File: config.mk
export PLATFORM = sky130hd
export DESIGN_NAME = uart_tx_buffered
export DESIGN_NICKNAME = d
export VERILOG_FILES = /design/src/rtl/uart_pkg.sv /design/src/rtl/uart_sync_fifo.sv /design/src/rtl/uart_tx_buffered.sv
export SDC_FILE = /design/constraint.sdc
export NUM_CORES = 1
export LEC_CHECK = 0
export BUFFER_PORTS_ARGS = -buffer_cell sky130_fd_sc_hd__buf_4
export CAP_MARGIN = 20
export CORE_MARGIN = 3
export CORE_UTILIZATION = 40
export CTS_CLUSTER_DIAMETER = 60
export DETAILED_ROUTE_END_ITERATION = 16
export GPL_ROUTABILITY_DRIVEN = 0
export HOLD_SLACK_MARGIN = 0.06
export PLACE_DENSITY_LB_ADDON = 0.1
export SLEW_MARGIN = 20
export SYNTH_ARGS = -nofsm -noshare
export SYNTH_HDL_FRONTEND = slang
export SYNTH_SLANG_ARGS = --single-unit
File: constraint.sdc
create_clock -name i_Clock -period 2.8 [get_ports i_Clock]
set_input_delay 0.28 -clock i_Clock [delete_from_list [all_inputs] [get_ports i_Clock]]
set_output_delay 0.28 -clock i_Clock [all_outputs]
set_load 0.05 [all_outputs]
File: src/rtl/uart_pkg.sv
// Shared UART constants and transmitter state encoding.
// Optional feature macro: UART_TX_PARITY_EN (adds an even-parity bit after the data bits).
package uart_pkg;

  localparam int unsigned DATA_BITS = 8;

`ifdef UART_TX_PARITY_EN
  localparam int unsigned FRAME_BITS = 11;

  typedef enum logic [2:0] {
    ST_IDLE   = 3'd0,
    ST_START  = 3'd1,
    ST_DATA   = 3'd2,
    ST_PARITY = 3'd3,
    ST_STOP   = 3'd4
  } tx_state_e;
`else
  localparam int unsigned FRAME_BITS = 10;

  typedef enum logic [2:0] {
    ST_IDLE   = 3'd0,
    ST_START  = 3'd1,
    ST_DATA   = 3'd2,
    ST_STOP   = 3'd4
  } tx_state_e;
`endif

endpackage

File: src/rtl/uart_sync_fifo.sv
// Single-clock byte FIFO with registered fill count and full/empty flags.
// Read data is the current head entry, valid whenever empty is low.
module uart_sync_fifo #(
  parameter int unsigned DEPTH = 4,
  parameter int unsigned WIDTH = 8
) (
  input  logic                       clk,
  input  logic                       rst_n,
  input  logic                       wr_en,
  input  logic [WIDTH-1:0]           wr_data,
  input  logic                       rd_en,
  output logic [WIDTH-1:0]           rd_data_c,
  output logic [$clog2(DEPTH):0]     count,
  output logic                       full,
  output logic                       empty
);

  localparam int unsigned PW = $clog2(DEPTH);
  localparam int unsigned CW = PW + 1;

  logic [WIDTH-1:0] mem [DEPTH];
  logic [PW-1:0]    wr_ptr_q;
  logic [PW-1:0]    rd_ptr_q;
  logic [CW-1:0]    count_q;
  logic [CW-1:0]    count_d;
  logic             full_q;
  logic             empty_q;
  logic             push;
  logic             pop;

  assign push      = wr_en & ~full_q;
  assign pop       = rd_en & ~empty_q;
  assign rd_data_c = mem[rd_ptr_q];
  assign count     = count_q;
  assign full      = full_q;
  assign empty     = empty_q;

  // Next fill level; a simultaneous push and pop leaves it unchanged.
  always_comb begin
    count_d = count_q;
    if (push && !pop) begin
      count_d = count_q + CW'(1);
    end else if (!push && pop) begin
      count_d = count_q - CW'(1);
    end
  end

  // Storage array; pointers wrap naturally because DEPTH is a power of two.
  always_ff @(posedge clk) begin
    if (push) begin
      mem[wr_ptr_q] <= wr_data;
    end
  end

  // Pointers, count and flags.
  always_ff @(posedge clk or negedge rst_n) begin
    if (!rst_n) begin
      wr_ptr_q <= '0;
      rd_ptr_q <= '0;
      count_q  <= '0;
      full_q   <= 1'b0;
      empty_q  <= 1'b1;
    end else begin
      if (push) wr_ptr_q <= wr_ptr_q + PW'(1);
      if (pop)  rd_ptr_q <= rd_ptr_q + PW'(1);
      count_q <= count_d;
      full_q  <= (count_d == CW'(DEPTH));
      empty_q <= (count_d == CW'(0));
    end
  end

endmodule

File: src/rtl/uart_tx_buffered.sv
// UART transmitter (8N1, or 8E1 with UART_TX_PARITY_EN defined) fed by a byte FIFO.
// All outputs are registered and trail the FSM by one cycle, so o_Tx_Active,
// o_Tx_Serial and o_Tx_Done line up with each other on the wire.
module uart_tx_buffered
  import uart_pkg::*;
#(
  parameter int unsigned CLKS_PER_BIT = 87,
  parameter int unsigned FIFO_DEPTH   = 4
) (
  input  logic       i_Clock,
  input  logic       i_Rst_n,
  input  logic       i_Tx_DV,
  input  logic [7:0] i_Tx_Byte,
  output logic       o_Tx_Ready,
  output logic       o_Tx_Active,
  output logic       o_Tx_Serial,
  output logic       o_Tx_Done
);

  localparam int unsigned TW = $clog2(CLKS_PER_BIT);
  localparam int unsigned CW = $clog2(FIFO_DEPTH) + 1;

  tx_state_e     state_q, state_d;
  logic [TW-1:0] timer_q, timer_d;
  logic [2:0]    idx_q, idx_d;
  logic [7:0]    shift_q, shift_d;
  logic          serial_q, serial_c;
  logic          active_q, active_c;
  logic          done_q, done_c;
  logic          ready_q, ready_c;
  logic          pop_c;
  logic          push;
  logic          bit_end;
  logic [7:0]    fifo_rd_data;
  logic [CW-1:0] fifo_count;
  logic [CW-1:0] fill_c;
  logic          fifo_full;
  logic          fifo_empty;

  assign push    = i_Tx_DV & ~fifo_full;
  assign bit_end = (timer_q == TW'(CLKS_PER_BIT - 1));

  assign o_Tx_Ready  = ready_q;
  assign o_Tx_Active = active_q;
  assign o_Tx_Serial = serial_q;
  assign o_Tx_Done   = done_q;

  // Byte queue between the host strobe and the serializer.
  uart_sync_fifo #(
    .DEPTH (FIFO_DEPTH),
    .WIDTH (8)
  ) u_fifo (
    .clk       (i_Clock),
    .rst_n     (i_Rst_n),
    .wr_en     (push),
    .wr_data   (i_Tx_Byte),
    .rd_en     (pop_c),
    .rd_data_c (fifo_rd_data),
    .count     (fifo_count),
    .full      (fifo_full),
    .empty     (fifo_empty)
  );

  // Ready reflects the fill level after this edge, so a pop never lets a full FIFO accept.
  always_comb begin
    fill_c  = fifo_count + CW'(push) - CW'(pop_c);
    ready_c = (fill_c != CW'(FIFO_DEPTH));
  end

  // Next state, bit timing and line value for the current FSM state.
  always_comb begin
    state_d  = state_q;
    timer_d  = timer_q;
    idx_d    = idx_q;
    shift_d  = shift_q;
    pop_c    = 1'b0;
    serial_c = 1'b1;
    active_c = 1'b1;
    done_c   = 1'b0;

    if (state_q != ST_IDLE) begin
      timer_d = bit_end ? '0 : timer_q + TW'(1);
    end

    case (state_q)
      ST_IDLE: begin
        active_c = 1'b0;
        timer_d  = '0;
        if (!fifo_empty) begin
          pop_c   = 1'b1;
          shift_d = fifo_rd_data;
          state_d = ST_START;
        end
      end
      ST_START: begin
        serial_c = 1'b0;
        if (bit_end) state_d = ST_DATA;
      end
      ST_DATA: begin
        serial_c = shift_q[0];
        if (bit_end) begin
          // Rotate so the original byte is restored after the eighth bit.
          shift_d = {shift_q[0], shift_q[7:1]};
          idx_d   = idx_q + 3'd1;
          if (idx_q == 3'(DATA_BITS - 1)) begin
`ifdef UART_TX_PARITY_EN
            state_d = ST_PARITY;
`else
            state_d = ST_STOP;
`endif
          end
        end
      end
`ifdef UART_TX_PARITY_EN
      ST_PARITY: begin
        serial_c = ^shift_q;
        if (bit_end) state_d = ST_STOP;
      end
`endif
      ST_STOP: begin
        if (bit_end) begin
          done_c = 1'b1;
          if (!fifo_empty) begin
            pop_c   = 1'b1;
            shift_d = fifo_rd_data;
            state_d = ST_START;
          end else begin
            state_d = ST_IDLE;
          end
        end
      end
      default: begin
        state_d = ST_IDLE;
      end
    endcase
  end

  // FSM, datapath and output registers.
  always_ff @(posedge i_Clock or negedge i_Rst_n) begin
    if (!i_Rst_n) begin
      state_q  <= ST_IDLE;
      timer_q  <= '0;
      idx_q    <= '0;
      shift_q  <= '0;
      serial_q <= 1'b1;
      active_q <= 1'b0;
      done_q   <= 1'b0;
      ready_q  <= 1'b1;
    end else begin
      state_q  <= state_d;
      timer_q  <= timer_d;
      idx_q    <= idx_d;
      shift_q  <= shift_d;
      serial_q <= serial_c;
      active_q <= active_c;
      done_q   <= done_c;
      ready_q  <= ready_c;
    end
  end

endmodule
==> results of run 1 <==
==> sequential cells by signal, indices dropped and copies added, names as in the netlist <==
signal and cells:
idx_q 3, o_Tx_Active 1, o_Tx_Done 1, o_Tx_Ready 1
o_Tx_Serial 1, shift_q 8, state_q 3, timer_q 7
u_fifo.count 3, u_fifo.empty 1, u_fifo.full 1, u_fifo.mem 32
u_fifo.rd_ptr_q 2, u_fifo.wr_ptr_q 2
==> power by group <==
| part | switching, mW | internal (mW) | total [mW] |
|---|---|---|---|
| combinational | 0.429 | 0.443 | 0.872 |
| sequential | 0.215 | 1.30 | 1.51 |
| clock | 0.399 | 0.427 | 0.826 |
| total | 1.04 | 2.17 | 3.21 |
==> cell type report <==
class                   count  area [um2]
fillers                   667        3541
flip-flops and latches     66        1815
multi-input cells         130        1027
repair buffers             21       160.2
clock buffers               9       123.9
well taps                  96       120.1
clock inverters             7       81.33
inverters                  10       37.54
==> layout by cell type, fill, tap and decap left out, drive strengths merged, types with 2 or more instances in the layout <==
cell,netlist,final
mux2,2,2
mux2i,8,8
ha,12,12
o21ai,3,3
edfxtp,32,32
and2,6,6
nand3,3,3
nor2,28,28
xor2,3,3
nand2,9,9
a21oi,15,15
dfstp,3,3
nor3,4,4
nand2b,2,2
dfrtp,31,31
clkbuf,0,9
nor2b,2,2
mux4,8,8
inv,9,14
buf,5,20
or3,2,2
xnor2,9,9
and3,2,2
==> stage by stage <==
stage / instances / cell area [um2] / power [mW]
after floorplan: 211 / 2908 / 2.180
after global placement: 321 / 3141 / 2.402
after detailed placement: 321 / 3141 / 2.407
after CTS: 338 / 3356 / 3.251
after global routing: 339 / 3366 / 3.448
final: 339 / 3366 / 3.212
==> repair_timing <==
action	in CTS	in global routing
endpoints found under the hold margin	31	0
hold buffers	1	0
gates resized for setup	0	1
endpoints found under the setup margin	0	1
buffers inserted	0	1
==> critical path, cell delays in order, from the launching register on <==
cell	delay, ns
sky130_fd_sc_hd__dfrtp_1	0.37
sky130_fd_sc_hd__inv_1	0.05
sky130_fd_sc_hd__ha_1	0.18
sky130_fd_sc_hd__and2_1	0.17
sky130_fd_sc_hd__a21o_1	0.19
sky130_fd_sc_hd__nand2_2	0.08
sky130_fd_sc_hd__inv_1	0.07
sky130_fd_sc_hd__ha_1	0.27
sky130_fd_sc_hd__inv_1	0.04
sky130_fd_sc_hd__ha_1	0.18
sky130_fd_sc_hd__fa_1	0.38
sky130_fd_sc_hd__xnor2_1	0.15
sky130_fd_sc_hd__xnor2_1	0.12
sky130_fd_sc_hd__or3_1	0.31
==> cell families after synthesis <==
family	after synthesis
compound gates	26
fa+ha+maj	13
buf+inv	15
simple gates	61
mux	18
xor+xnor	12
flops	66
==> layer usage <==
layer	up-vias	global-route usage
met2	19	0.1803
met3	6	0.02983
met5	-	0
met1	770	0.1781
li1	808	-
met4	0	0.06030
==> final timing paths <==
kind	startpoint	end	slack (ns)	cells past startpoint
max	timer_q[0]	o_Tx_Ready	0.18	13
min	i_Tx_Byte[6]	u_fifo.mem[2][6]	0.14	1
max reg2reg	timer_q[0]	o_Tx_Ready	0.18	13
min reg2reg	timer_q[0]	timer_q[0]	0.46	1
max in group asynchronous	i_Rst_n	o_Tx_Ready	2.03	2
min in group asynchronous	i_Rst_n	timer_q[2]	0.43	2
==> impl_results.html, run 1 <==
<table>
<tr><th>Metric</th><th>Value</th></tr>
<tr><th colspan="2">Run status</th></tr>
<tr><td>Result of the run</td><td>finished, final reports clean</td></tr>
<tr><th colspan="2">Synthesis</th></tr>
<tr><td>Top cell type's share of synthesized area</td><td>0.3305</td></tr>
<tr><td>Complex-gate fraction of the synthesized area</td><td>0.05422</td></tr>
<tr><td>Fraction of synthesized area in multiplexers</td><td>0.09725</td></tr>
<tr><td>Dominant synthesized flop cell</td><td>sky130_fd_sc_hd__edfxtp_1</td></tr>
<tr><td>Most common cell in the synthesized netlist</td><td>sky130_fd_sc_hd__edfxtp_1</td></tr>
<tr><td>Mean cell area of the mapped netlist</td><td>13.78 um2</td></tr>
<tr><td>Post-synth net total</td><td>between 200 and 250</td></tr>
<tr><td>Cell count after synthesis</td><td>roughly 210</td></tr>
<tr><td>Post-Synth Adder-Cell Area</td><td>0.05852</td></tr>
<tr><td>Top cells by area, synth</td><td>sky130_fd_sc_hd__edfxtp_1 (33%), sky130_fd_sc_hd__dfrtp_1 (27%), sky130_fd_sc_hd__mux4_2 (6.2%)</td></tr>
<tr><td>Number of distinct library cell variants in the gate-level netlist after synthesis</td><td>41</td></tr>
<tr><td>Combinational family with the most area after synthesis</td><td>simple AND/OR/NAND/NOR gates</td></tr>
<tr><td>Proportion of synthesized chip area in sequential cells</td><td>0.6244</td></tr>
<tr><td>Leading post-synthesis cells by instance count</td><td>sky130_fd_sc_hd__edfxtp_1 (32), sky130_fd_sc_hd__dfrtp_1 (31), sky130_fd_sc_hd__nor2_1 (27)</td></tr>
<tr><td>Synthesized cell area</td><td>2908 um2</td></tr>
<tr><td>Simple-gate portion of the synthesized area</td><td>0.1063</td></tr>
<tr><td>Yosys reg bits</td><td>66</td></tr>
<tr><td>Yosys Warn Count</td><td>0</td></tr>
<tr><td>Number of enable flip-flop cells after synthesis</td><td>32</td></tr>
<tr><td>XOR/XNOR Fraction of Synth Area</td><td>0.03614</td></tr>
<tr><td>Leading area contributor after synthesis</td><td>sky130_fd_sc_hd__edfxtp_1</td></tr>
<tr><td>Proportion of register bits with asynchronous set or reset after synthesis</td><td>0.5152</td></tr>
<tr><th colspan="2">Floorplanning</th></tr>
<tr><td>Top-level port count</td><td>15</td></tr>
<tr><td>Placeable core area</td><td>approximately 6900 um2</td></tr>
<tr><td>Initial core utilization</td><td>0.4210</td></tr>
<tr><td>Area enclosed by the die boundary</td><td>between 8000 and 9000 um2</td></tr>
<tr><td>Standard-cell row count</td><td>30</td></tr>
<tr><td>Horizontal die dimension</td><td>between 90 and 100 um</td></tr>
<tr><td>Die Ht</td><td>just over 90 um</td></tr>
<tr><th colspan="2">Drt</th></tr>
<tr><td>Overall routed net length</td><td>about 4700 um</td></tr>
<tr><td>DR pass1 iterations</td><td>4</td></tr>
<tr><td>Average wire per standard cell</td><td>about 14 um</td></tr>
<tr><td>Post-Route M1 WL</td><td>between 2000 and 2500 um</td></tr>
<tr><td>Top layer used by detailed routing</td><td>met4</td></tr>
<tr><td>Number of vias per cell after detailed routing</td><td>4.729</td></tr>
<tr><td>Met3 wire length</td><td>about 110 um</td></tr>
<tr><td>DRC violation total after the first TritonRoute iteration</td><td>64</td></tr>
<tr><td>ANT nets after route</td><td>0</td></tr>
<tr><td>Met2 routed wirelength</td><td>~2100 um</td></tr>
<tr><td>Remaining DRCs</td><td>0</td></tr>
<tr><td>Vias after detailed routing</td><td>between 1.5k and 2k</td></tr>
<tr><th colspan="2">Job</th></tr>
<tr><td>MaxCap Viol Count</td><td>0</td></tr>
<tr><th colspan="2">Timing</th></tr>
<tr><td>Hold Fails Final Rpt</td><td>0</td></tr>
<tr><td>Clock tree skew after final layout</td><td>between 0.01 and 0.015 ns</td></tr>
<tr><td>Worst slack on hold paths</td><td>roughly 0.14 ns</td></tr>
<tr><td>Achievable clock frequency</td><td>between 0.3 and 0.4 GHz</td></tr>
<tr><td>Worst Max-Slew Pin Slew</td><td>a little under 0.6 ns</td></tr>
<tr><td>Unrepaired setup endpoints after global routing</td><td>false</td></tr>
<tr><td>Number of setup violations in the final report</td><td>0</td></tr>
<tr><td>Number of max-slew violations in the final report</td><td>0</td></tr>
<tr><td>Final Critical Period</td><td>roughly 2.6 ns</td></tr>
<tr><td>Fin worst setup slack</td><td>between 0.15 and 0.2 ns</td></tr>
<tr><td>Part of the cycle the worst path needs</td><td>0.9374</td></tr>
<tr><td>Max-slew headroom</td><td>0.6031</td></tr>
<tr><td>Sum of negative setup slack</td><td>0 ns</td></tr>
<tr><th colspan="2">Hold path</th></tr>
<tr><td>Worst min-delay path category</td><td>input port to flop</td></tr>
<tr><th colspan="2">Setup path</th></tr>
<tr><td>Setup crit end kind</td><td>flop</td></tr>
<tr><td>Setup Crit Path Kind</td><td>flop to flop</td></tr>
<tr><td>Arrival time worst endpoint</td><td>2.88 ns</td></tr>
<tr><td>Required time of the critical path</td><td>3.05 ns</td></tr>
<tr><td>Type of element launching the critical path</td><td>flop</td></tr>
<tr><td>Max Fanout on Critical Path</td><td>5</td></tr>
<tr><th colspan="2">Global routing</th></tr>
<tr><td>Largest net degree at the start of global routing</td><td>35</td></tr>
<tr><td>Vias in the first global route</td><td>about 1.6k</td></tr>
<tr><td>Global routing usage summed across all routing layers</td><td>0.1253</td></tr>
<tr><td>Sum of overflow across all layers after global routing</td><td>0</td></tr>
<tr><td>Wire length of the first global-routing pass</td><td>between 8000 and 9000 um</td></tr>
<tr><td>Number of antenna violations at the first check in global routing</td><td>0</td></tr>
<tr><th colspan="2">Power</th></tr>
<tr><td>Static power due to leakage</td><td>~1.3 nW</td></tr>
<tr><td>VDD IR-drop max</td><td>~360 uV</td></tr>
<tr><td>Power density over the cells</td><td>~950 nW/um2</td></tr>
<tr><th colspan="2">Clock tree</th></tr>
<tr><td>Root cell of the clock tree</td><td>sky130_fd_sc_hd__clkbuf_8</td></tr>
<tr><td>Sinks on the clock net</td><td>between 60 and 70</td></tr>
<tr><td>Clk buf depth</td><td>2</td></tr>
<tr><td>Worst-path clk slew</td><td>0.08 ns</td></tr>
<tr><td># H-tree levels</td><td>3</td></tr>
<tr><td>Clock latency on the worst-skew pair</td><td>roughly 0.34 ns</td></tr>
<tr><td>CTS tree</td><td>yes</td></tr>
<tr><td>Number of buffers created by CTS</td><td>9</td></tr>
<tr><th colspan="2">Place</th></tr>
<tr><td>Final HPWL from detailed placement</td><td>3222 um</td></tr>
<tr><td>Worst-case setup slack after placement</td><td>0.1141 ns</td></tr>
<tr><td>Quantity of I/O buffers inserted on ports</td><td>14</td></tr>
<tr><th colspan="2">Layout</th></tr>
<tr><td>Area growth syn-to-layout</td><td>15.75%</td></tr>
<tr><td>Final nets</td><td>between 200 and 300</td></tr>
<tr><td>Share of cells above drive strength 1</td><td>0.2346</td></tr>
<tr><td>Antenna diode count</td><td>0</td></tr>
<tr><td>Final core utilization</td><td>0.4873</td></tr>
</table>
Note: power is estimated with default switching activity, not from simulation.
==> run 2: changes to the inputs <==
--- a/config.mk
+++ b/config.mk
@@ -12,8 +12,8 @@
 export CTS_CLUSTER_DIAMETER = 60
 export DETAILED_ROUTE_END_ITERATION = 16
 export GPL_ROUTABILITY_DRIVEN = 0
-export HOLD_SLACK_MARGIN = 0.06
 export PLACE_DENSITY_LB_ADDON = 0.1
+export RECOVER_POWER = 100
 export SLEW_MARGIN = 20
 export SYNTH_ARGS = -nofsm -noshare
 export SYNTH_HDL_FRONTEND = slang
==> run 2 against run 1 <==
Against the previous run:
- the run now ends with capacitance limit, slew limit left
- clock power rose by 0.5%
- combinational power fell by 4.0%
- flip-flop and latch count did not move
- cell count did not move
- largest cell class unchanged
- critical endpoint unchanged
- non-clock buffer count did not move
- global-route usage did not move
- critical path type unchanged
- clock-buffer cell count did not move
- routed wire length rose by 0.55%
- sequential power barely moved
- sequential share of layout area rose by 1.3 points
- design area fell by 2.3%
- maximum frequency barely moved
==> impl_results.html, run 2 (synthesis results as in run 1) <==
<table>
<tr><th>Metric</th><th>Value</th></tr>
<tr><th colspan="2">Setup path</th></tr>
<tr><td>Arrival time worst endpoint</td><td>about 2.9 ns</td></tr>
<tr><td>Reg-to-reg critical path startpoint</td><td>timer_q[0]</td></tr>
<tr><td>Worst reg-to-reg path cell count</td><td>13</td></tr>
<tr><td>Capturing point of the worst reg2reg path</td><td>o_Tx_Ready</td></tr>
<tr><td>Worst stage delay on the critical path</td><td>0.38 ns</td></tr>
<tr><td>Max Fanout on Critical Path</td><td>5</td></tr>
<tr><td>R2R setup slack</td><td>around 0.18 ns</td></tr>
<tr><td>Setup crit end kind</td><td>flop</td></tr>
<tr><td>Critical Path Slowest Stage Cell</td><td>sky130_fd_sc_hd__fa_1</td></tr>
<tr><td>Critical Path, Cell by Cell</td><td>inv_1 &gt; ha_1 &gt; and2_1 &gt; a21o_1 &gt; nand2_2 &gt; inv_1 &gt; ha_1 &gt; inv_1 &gt; ha_1 &gt; fa_1 &gt; xnor2_1 &gt; xnor2_1 &gt; or3_1</td></tr>
<tr><td>Kind of cell adding the most delay to the critical path</td><td>adder cells</td></tr>
<tr><td>Required time of the critical path</td><td>roughly 3 ns</td></tr>
<tr><td>Buffers &amp; Inverters on Critical Path</td><td>3</td></tr>
<tr><td>Setup Crit Path Kind</td><td>flop to flop</td></tr>
<tr><td>Type of element launching the critical path</td><td>flop</td></tr>
<tr><th colspan="2">Global routing</th></tr>
<tr><td>Sum of overflow across all layers after global routing</td><td>0</td></tr>
<tr><td>Largest net degree at the start of global routing</td><td>35</td></tr>
<tr><td>Layer with the highest usage after global routing</td><td>met2</td></tr>
<tr><td>Number of antenna violations at the first check in global routing</td><td>0</td></tr>
<tr><td>Global routing usage on met2</td><td>0.1803</td></tr>
<tr><td>Vias in the first global route</td><td>~1.6k</td></tr>
<tr><td>Met3 Resource Use GR</td><td>0.02983</td></tr>
<tr><td>Global routing usage summed across all routing layers</td><td>0.1253</td></tr>
<tr><td>GRT met1 Usage</td><td>0.1781</td></tr>
<tr><td>Wire length of the first global-routing pass</td><td>just over 8000 um</td></tr>
<tr><th colspan="2">Clock tree</th></tr>
<tr><td>Number of buffers created by CTS</td><td>9</td></tr>
<tr><td>CTS tree</td><td>yes</td></tr>
<tr><td>Sinks on the clock net</td><td>66</td></tr>
<tr><td>Clock latency on the worst-skew pair</td><td>0.34 ns</td></tr>
<tr><td>Worst-path clk slew</td><td>0.08 ns</td></tr>
<tr><td>Clk buf depth</td><td>2</td></tr>
<tr><td>Root cell of the clock tree</td><td>sky130_fd_sc_hd__clkbuf_8</td></tr>
<tr><td># H-tree levels</td><td>3</td></tr>
<tr><th colspan="2">Layout</th></tr>
<tr><td>Area growth syn-to-layout</td><td>13.08%</td></tr>
<tr><td>Final core utilization</td><td>0.4761</td></tr>
<tr><td>Commonest non-fill, non-tap cell in the layout</td><td>sky130_fd_sc_hd__edfxtp_1</td></tr>
<tr><td>Share of cells above drive strength 1</td><td>0.1481</td></tr>
<tr><td>Final nets</td><td>approximately 260</td></tr>
<tr><td>Antenna diode count</td><td>0</td></tr>
<tr><td>Regs by FF count</td><td>u_fifo.mem x32, shift_q x8, timer_q x7</td></tr>
<tr><td>Highest-count cells in the layout ignoring fill and taps</td><td>sky130_fd_sc_hd__edfxtp_1 (32), sky130_fd_sc_hd__dfrtp_1 (31), sky130_fd_sc_hd__nor2_1 (28)</td></tr>
<tr><td>Final std cell area, no fill</td><td>3288 um2</td></tr>
<tr><td>Largest register by flop count</td><td>u_fifo.mem</td></tr>
<tr><td>Number of flip-flops under the largest register name</td><td>32</td></tr>
<tr><th colspan="2">Timing</th></tr>
<tr><td>Hold Fails Final Rpt</td><td>0</td></tr>
<tr><td>Max-slew headroom</td><td>-0.2102</td></tr>
<tr><td>Worst Max-Slew Pin Slew</td><td>around 1.8 ns</td></tr>
<tr><td>Clock tree skew after final layout</td><td>about 0.011 ns</td></tr>
<tr><td>Achievable clock frequency</td><td>around 0.38 GHz</td></tr>
<tr><td>Number of max-slew violations in the final report</td><td>35</td></tr>
<tr><td>Number of setup violations in the final report</td><td>0</td></tr>
<tr><td>Sum of negative setup slack</td><td>0 ns</td></tr>
<tr><td>Part of the cycle the worst path needs</td><td>0.9373</td></tr>
<tr><td>Final Critical Period</td><td>between 2 and 3 ns</td></tr>
<tr><td>Unrepaired setup endpoints after global routing</td><td>false</td></tr>
<tr><td>Fin worst setup slack</td><td>around 0.18 ns</td></tr>
<tr><th colspan="2">Power</th></tr>
<tr><td>Power density over the cells</td><td>966.1 nW/um2</td></tr>
<tr><td>VDD IR-drop max</td><td>~360 uV</td></tr>
<tr><td>Static power due to leakage</td><td>about 1.3 nW</td></tr>
<tr><th colspan="2">Run status</th></tr>
<tr><td>Result of the run</td><td>finished with violations</td></tr>
<tr><td>Failing checks</td><td>capacitance limit, slew limit</td></tr>
<tr><th colspan="2">Drt</th></tr>
<tr><td>DR pass1 iterations</td><td>4</td></tr>
<tr><td>ANT nets after route</td><td>0</td></tr>
<tr><td>Remaining DRCs</td><td>0</td></tr>
<tr><td>DRC violation total after the first TritonRoute iteration</td><td>69</td></tr>
<tr><td>Number of vias per cell after detailed routing</td><td>roughly 4.7</td></tr>
<tr><td>Overall routed net length</td><td>4724 um</td></tr>
<tr><td>Vias after detailed routing</td><td>approximately 1.6k</td></tr>
<tr><td>Average wire per standard cell</td><td>roughly 14 um</td></tr>
<tr><th colspan="2">Hold path</th></tr>
<tr><td>Cell depth of the worst min-delay path</td><td>1</td></tr>
<tr><td>Hold path start</td><td>i_Tx_Byte[1]</td></tr>
<tr><td>Worst Hold Path EP</td><td>u_fifo.mem[1][1]</td></tr>
<tr><td>Worst min-delay path category</td><td>input port to flop</td></tr>
<tr><th colspan="2">Floorplanning</th></tr>
<tr><td>Standard-cell row count</td><td>30</td></tr>
<tr><td>Placeable core area</td><td>between 6000 and 7000 um2</td></tr>
<tr><td>Horizontal die dimension</td><td>91.26 um</td></tr>
<tr><td>Top-level port count</td><td>15</td></tr>
<tr><td>Area enclosed by the die boundary</td><td>around 8300 um2</td></tr>
<tr><td>Initial core utilization</td><td>0.4210</td></tr>
<tr><td>Die Ht</td><td>between 90 and 100 um</td></tr>
<tr><th colspan="2">Place</th></tr>
<tr><td>Worst-case setup slack after placement</td><td>0.1141 ns</td></tr>
<tr><td>DP Area</td><td>between 3000 and 4000 um2</td></tr>
<tr><td>Quantity of I/O buffers inserted on ports</td><td>14</td></tr>
<tr><td>Final HPWL from detailed placement</td><td>approximately 3200 um</td></tr>
<tr><th colspan="2">Job</th></tr>
<tr><td>MaxCap Viol Count</td><td>1</td></tr>
</table>
## run 2: cell count changes in the layout (fill, tap and decap cells not counted), moves of 4 or more
cell | before | now
sky130_fd_sc_hd__buf_4 | 20 | 4
sky130_fd_sc_hd__clkbuf_1 | 0 | 16
sky130_fd_sc_hd__and2_0 | 0 | 5
sky130_fd_sc_hd__and2_1 | 5 | 1
## run 2: timing repair
item | 4_1_cts | 5_1_grt
setup endpoints to repair | 0 | 1
gates resized for setup | 0 | 1
hold endpoints to repair | 31 | 0
buffers inserted | 0 | 1
hold buffers | 1 | 0
## run 2: metrics by stage
stage / total power [mW] / instances / hold slack, ns
4_1_cts: 3.251 / 338 / 0.1187
6_report: 3.177 / 339 / 0.2024
2_1_floorplan: 2.180 / 211 / -0.01559
3_5_place_dp: 2.407 / 321 / 0.2600
5_1_grt: 3.415 / 339 / 0.1994
3_3_place_gp: 2.402 / 321 / 0.2648
## run 2: worst reg2reg max path, cell delays in order, from the launching register on
cell	delay, ns
sky130_fd_sc_hd__dfrtp_1	0.37
sky130_fd_sc_hd__inv_1	0.05
sky130_fd_sc_hd__ha_1	0.18
sky130_fd_sc_hd__and2_1	0.17
sky130_fd_sc_hd__a21o_1	0.19
sky130_fd_sc_hd__nand2_2	0.08
sky130_fd_sc_hd__inv_1	0.07
sky130_fd_sc_hd__ha_1	0.27
sky130_fd_sc_hd__inv_1	0.04
sky130_fd_sc_hd__ha_1	0.18
sky130_fd_sc_hd__fa_1	0.38
sky130_fd_sc_hd__xnor2_1	0.15
sky130_fd_sc_hd__xnor2_1	0.12
sky130_fd_sc_hd__or3_1	0.31
## run 2: cell type report
class,instances,area [um2]
Clock buffer,9,123.9
Tap cell,96,120.1
Fill cell,678,3618
Multi-Input combinational cell,130,1010
Inverter,10,37.54
Clock inverter,7,81.33
Timing Repair Buffer,21,100.1
Sequential cell,66,1815
## run 2: power breakdown
group          total [mW]  switching, mW  internal, mW
sequential           1.51          0.211          1.30
combinational       0.837          0.423         0.414
clock               0.830          0.403         0.427
## run 2: worst max-delay path by stage
| stage | depth (start not counted) | slack, ns | from | endpoint |
|---|---|---|---|---|
| floorplan | 13 | 0.24 | timer_q[0] | o_Tx_Ready |
| CTS | 13 | 0.08 | timer_q[0] | o_Tx_Ready |
| finish | 13 | 0.18 | timer_q[0] | o_Tx_Ready |
| detailed placement | 13 | 0.11 | timer_q[0] | o_Tx_Ready |
| global route | 13 | 0.02 | timer_q[0] | o_Tx_Ready |
| global placement | 13 | 0.17 | timer_q[0] | o_Tx_Ready |
## run 2: metal layers
layer  up-vias  wire length, um
met2        22             2134
li1        806                -
met1       772             2391
met3        10              117
met5         -                0
met4         0               80
==> run 3: changes to the inputs <==
--- a/config.mk
+++ b/config.mk
@@ -14,6 +14,7 @@
 export GPL_ROUTABILITY_DRIVEN = 0
 export PLACE_DENSITY_LB_ADDON = 0.1
 export RECOVER_POWER = 100
+export REMOVE_ABC_BUFFERS = 1
 export SLEW_MARGIN = 20
 export SYNTH_ARGS = -nofsm -noshare
 export SYNTH_HDL_FRONTEND = slang
==> run 3 against run 2 <==
Against the previous run:
- the run still ends with capacitance limit, slew limit left
- hold slack lost 0.0052 ns
- sequential power is essentially flat
- flip-flop and latch count is the same
- maximum frequency shrank 0.72%
- combinational power grew 0.6%
- cell count shrank 0.59%
- largest power group unchanged
- setup slack lost 0.019 ns
- design area shrank 0.46%
- clock power shrank 7.7%
- via count grew 0.81%
- clock skew shrank 0.0017 ns
==> impl_results.html, run 3 (synthesis results as in run 1) <==
<table>
<tr><th>Metric</th><th>Value</th></tr>
<tr><th colspan="2">Clock tree</th></tr>
<tr><td>Sinks on the clock net</td><td>66</td></tr>
<tr><td>Number of buffers created by CTS</td><td>9</td></tr>
<tr><td># H-tree levels</td><td>3</td></tr>
<tr><td>Clk buf depth</td><td>2</td></tr>
<tr><td>Worst-path clk slew</td><td>0.07 ns</td></tr>
<tr><td>CTS tree</td><td>yes</td></tr>
<tr><td>Root cell of the clock tree</td><td>sky130_fd_sc_hd__clkbuf_8</td></tr>
<tr><td>Clock latency on the worst-skew pair</td><td>~0.33 ns</td></tr>
<tr><th colspan="2">Layout</th></tr>
<tr><td>Antenna diode count</td><td>0</td></tr>
<tr><td>Largest register by flop count</td><td>u_fifo.mem</td></tr>
<tr><td>Highest-count cells in the layout ignoring fill and taps</td><td>sky130_fd_sc_hd__edfxtp_1 (32), sky130_fd_sc_hd__dfrtp_1 (31), sky130_fd_sc_hd__nor2_1 (28)</td></tr>
<tr><td>Number of flip-flops under the largest register name</td><td>32</td></tr>
<tr><td>Final std cell area, no fill</td><td>between 3000 and 4000 um2</td></tr>
<tr><td>Area growth syn-to-layout</td><td>12.56%</td></tr>
<tr><td>Final core utilization</td><td>0.4739</td></tr>
<tr><td>Share of cells above drive strength 1</td><td>0.1452</td></tr>
<tr><td>Final nets</td><td>between 200 and 300</td></tr>
<tr><td>Regs by FF count</td><td>u_fifo.mem x32, shift_q x8, timer_q x7</td></tr>
<tr><td>Commonest non-fill, non-tap cell in the layout</td><td>sky130_fd_sc_hd__edfxtp_1</td></tr>
<tr><th colspan="2">Setup path</th></tr>
<tr><td>Buffers &amp; Inverters on Critical Path</td><td>3</td></tr>
<tr><td>Arrival time worst endpoint</td><td>2.90 ns</td></tr>
<tr><td>Setup Crit Path Kind</td><td>flop to flop</td></tr>
<tr><td>Kind of cell adding the most delay to the critical path</td><td>adder cells</td></tr>
<tr><td>Setup crit end kind</td><td>flop</td></tr>
<tr><td>Worst stage delay on the critical path</td><td>~0.38 ns</td></tr>
<tr><td>Max Fanout on Critical Path</td><td>5</td></tr>
<tr><td>Critical Path, Cell by Cell</td><td>inv_1 &gt; ha_1 &gt; and2_4 &gt; a21o_1 &gt; nand2_1 &gt; inv_1 &gt; ha_1 &gt; inv_1 &gt; ha_1 &gt; fa_2 &gt; xnor2_2 &gt; xnor2_1 &gt; or3_1</td></tr>
<tr><td>Type of element launching the critical path</td><td>flop</td></tr>
<tr><td>Critical Path Slowest Stage Cell</td><td>sky130_fd_sc_hd__dfrtp_1</td></tr>
<tr><td>Required time of the critical path</td><td>approximately 3.1 ns</td></tr>
<tr><th colspan="2">Hold path</th></tr>
<tr><td>Worst min-delay path category</td><td>input port to flop</td></tr>
<tr><th colspan="2">Power</th></tr>
<tr><td>Overall power of the completed layout</td><td>between 3 and 4 mW</td></tr>
<tr><td>Static power due to leakage</td><td>roughly 1.3 nW</td></tr>
<tr><td>Power density over the cells</td><td>between 900 and 1000 nW/um2</td></tr>
<tr><td>Combinational share of power</td><td>0.270</td></tr>
<tr><td>Total net switching power</td><td>around 1 mW</td></tr>
<tr><td>Part of the power in the clock network</td><td>0.245</td></tr>
<tr><td>Switching part of the total power</td><td>0.3182</td></tr>
<tr><td>VDD IR-drop max</td><td>around 320 uV</td></tr>
<tr><td>Cell-internal power</td><td>~2.1 mW</td></tr>
<tr><td>Proportion of power drawn by flip-flops and latches</td><td>0.485</td></tr>
<tr><th colspan="2">Floorplanning</th></tr>
<tr><td>Top-level port count</td><td>15</td></tr>
<tr><td>Standard-cell row count</td><td>30</td></tr>
<tr><td>Area enclosed by the die boundary</td><td>roughly 8300 um2</td></tr>
<tr><td>Placeable core area</td><td>between 6000 and 7000 um2</td></tr>
<tr><td>Horizontal die dimension</td><td>approximately 91 um</td></tr>
<tr><td>Initial core utilization</td><td>0.4210</td></tr>
<tr><td>Die Ht</td><td>91.26 um</td></tr>
<tr><th colspan="2">Timing</th></tr>
<tr><td>Sum of negative setup slack</td><td>0 ns</td></tr>
<tr><td>Worst Max-Slew Pin Slew</td><td>around 1.8 ns</td></tr>
<tr><td>Number of max-slew violations in the final report</td><td>35</td></tr>
<tr><td>Hold Fails Final Rpt</td><td>0</td></tr>
<tr><td>Unrepaired setup endpoints after global routing</td><td>false</td></tr>
<tr><td>Achievable clock frequency</td><td>~0.38 GHz</td></tr>
<tr><td>Clock tree skew after final layout</td><td>0.008798 ns</td></tr>
<tr><td>Fin worst setup slack</td><td>between 0.15 and 0.2 ns</td></tr>
<tr><td>Part of the cycle the worst path needs</td><td>0.9441</td></tr>
<tr><td>Final Critical Period</td><td>around 2.6 ns</td></tr>
<tr><td>Number of setup violations in the final report</td><td>0</td></tr>
<tr><td>Max-slew headroom</td><td>-0.2265</td></tr>
<tr><th colspan="2">Drt</th></tr>
<tr><td>ANT nets after route</td><td>0</td></tr>
<tr><td>Average wire per standard cell</td><td>about 14 um</td></tr>
<tr><td>Vias after detailed routing</td><td>1623</td></tr>
<tr><td>DRC violation total after the first TritonRoute iteration</td><td>29</td></tr>
<tr><td>DR pass1 iterations</td><td>4</td></tr>
<tr><td>Overall routed net length</td><td>4664 um</td></tr>
<tr><td>Number of vias per cell after detailed routing</td><td>slightly below 5</td></tr>
<tr><td>Remaining DRCs</td><td>0</td></tr>
<tr><th colspan="2">Run status</th></tr>
<tr><td>Failing checks</td><td>capacitance limit, slew limit</td></tr>
<tr><td>Result of the run</td><td>finished with violations</td></tr>
<tr><th colspan="2">Place</th></tr>
<tr><td>Worst-case setup slack after placement</td><td>~0.13 ns</td></tr>
<tr><td>Quantity of I/O buffers inserted on ports</td><td>14</td></tr>
<tr><td>DP Area</td><td>3133 um2</td></tr>
<tr><td>Final HPWL from detailed placement</td><td>3203 um</td></tr>
<tr><th colspan="2">Global routing</th></tr>
<tr><td>Wire length of the first global-routing pass</td><td>~8000 um</td></tr>
<tr><td>Global routing usage summed across all routing layers</td><td>0.1236</td></tr>
<tr><td>Vias in the first global route</td><td>about 1.6k</td></tr>
<tr><td>Number of antenna violations at the first check in global routing</td><td>0</td></tr>
<tr><td>Largest net degree at the start of global routing</td><td>35</td></tr>
<tr><td>Sum of overflow across all layers after global routing</td><td>0</td></tr>
<tr><th colspan="2">Job</th></tr>
<tr><td>MaxCap Viol Count</td><td>1</td></tr>
</table>
-- run 3: worst register-to-register path: stages, from the launching register on --
cell                      delay (ns)
sky130_fd_sc_hd__dfrtp_1        0.38
sky130_fd_sc_hd__inv_1          0.05
sky130_fd_sc_hd__ha_1           0.19
sky130_fd_sc_hd__and2_4         0.15
sky130_fd_sc_hd__a21o_1         0.17
sky130_fd_sc_hd__nand2_1        0.11
sky130_fd_sc_hd__inv_1          0.09
sky130_fd_sc_hd__ha_1           0.28
sky130_fd_sc_hd__inv_1          0.04
sky130_fd_sc_hd__ha_1           0.18
sky130_fd_sc_hd__fa_2           0.35
sky130_fd_sc_hd__xnor2_2        0.14
sky130_fd_sc_hd__xnor2_1        0.12
sky130_fd_sc_hd__or3_1          0.31
-- run 3: final cells by class --
class / instances / area [um2]
repair buffers: 19 / 85.08
well taps: 96 / 120.1
multi-input cells: 130 / 1020
clock buffers: 10 / 127.6
clock inverters: 6 / 67.56
flip-flops and latches: 66 / 1815
fillers: 652 / 3633
inverters: 10 / 37.54
-- run 3: worst paths after layout --
check / to / slack [ns] / startpoint / cells past startpoint
worst max-delay path: o_Tx_Ready / 0.16 / timer_q[0] / 13
worst min-delay path: u_fifo.mem[3][3] / 0.20 / i_Tx_Byte[3] / 1
worst max register to register: o_Tx_Ready / 0.16 / timer_q[0] / 13
worst min register to register: timer_q[0] / 0.48 / timer_q[0] / 1
max in group asynchronous: shift_q[5] / 0.75 / i_Rst_n / 2
min in group asynchronous: state_q[2] / 0.99 / i_Rst_n / 2
-- run 3: routing by layer --
layer	track usage	vias up	part of all wire
met5	0	-	0
met4	0.05276	0	0.015
met3	0.04225	7	0.034
met2	0.1876	24	0.46
met1	0.1617	787	0.49
li1	-	805	-
-- run 3: power groups by stage --
stage / clock network [mW] / registers (mW) / logic (mW)
6_report: 0.766 / 1.52 / 0.842
5_1_grt: 0.840 / 1.55 / 0.957
4_1_cts: 0.800 / 1.52 / 0.871
3_5_place_dp: 0 / 1.54 / 0.865
3_3_place_gp: 0 / 1.53 / 0.861
2_1_floorplan: 0 / 1.51 / 0.653
-- run 3: metrics by stage --
stage / instances / hold WS, ns
after floorplan: 206 / -0.01559
after global placement: 320 / 0.2656
after detailed placement: 320 / 0.2585
after CTS: 337 / 0.1248
after global routing: 337 / 0.2006
final: 337 / 0.1972
-- run 3: timing repair --
item | CTS | global route
buffers inserted | 0 | 0
hold endpoints to repair | 31 | 0
hold buffers | 1 | 0
endpoints found under the setup margin | 0 | 1
gates resized for setup | 0 | 3
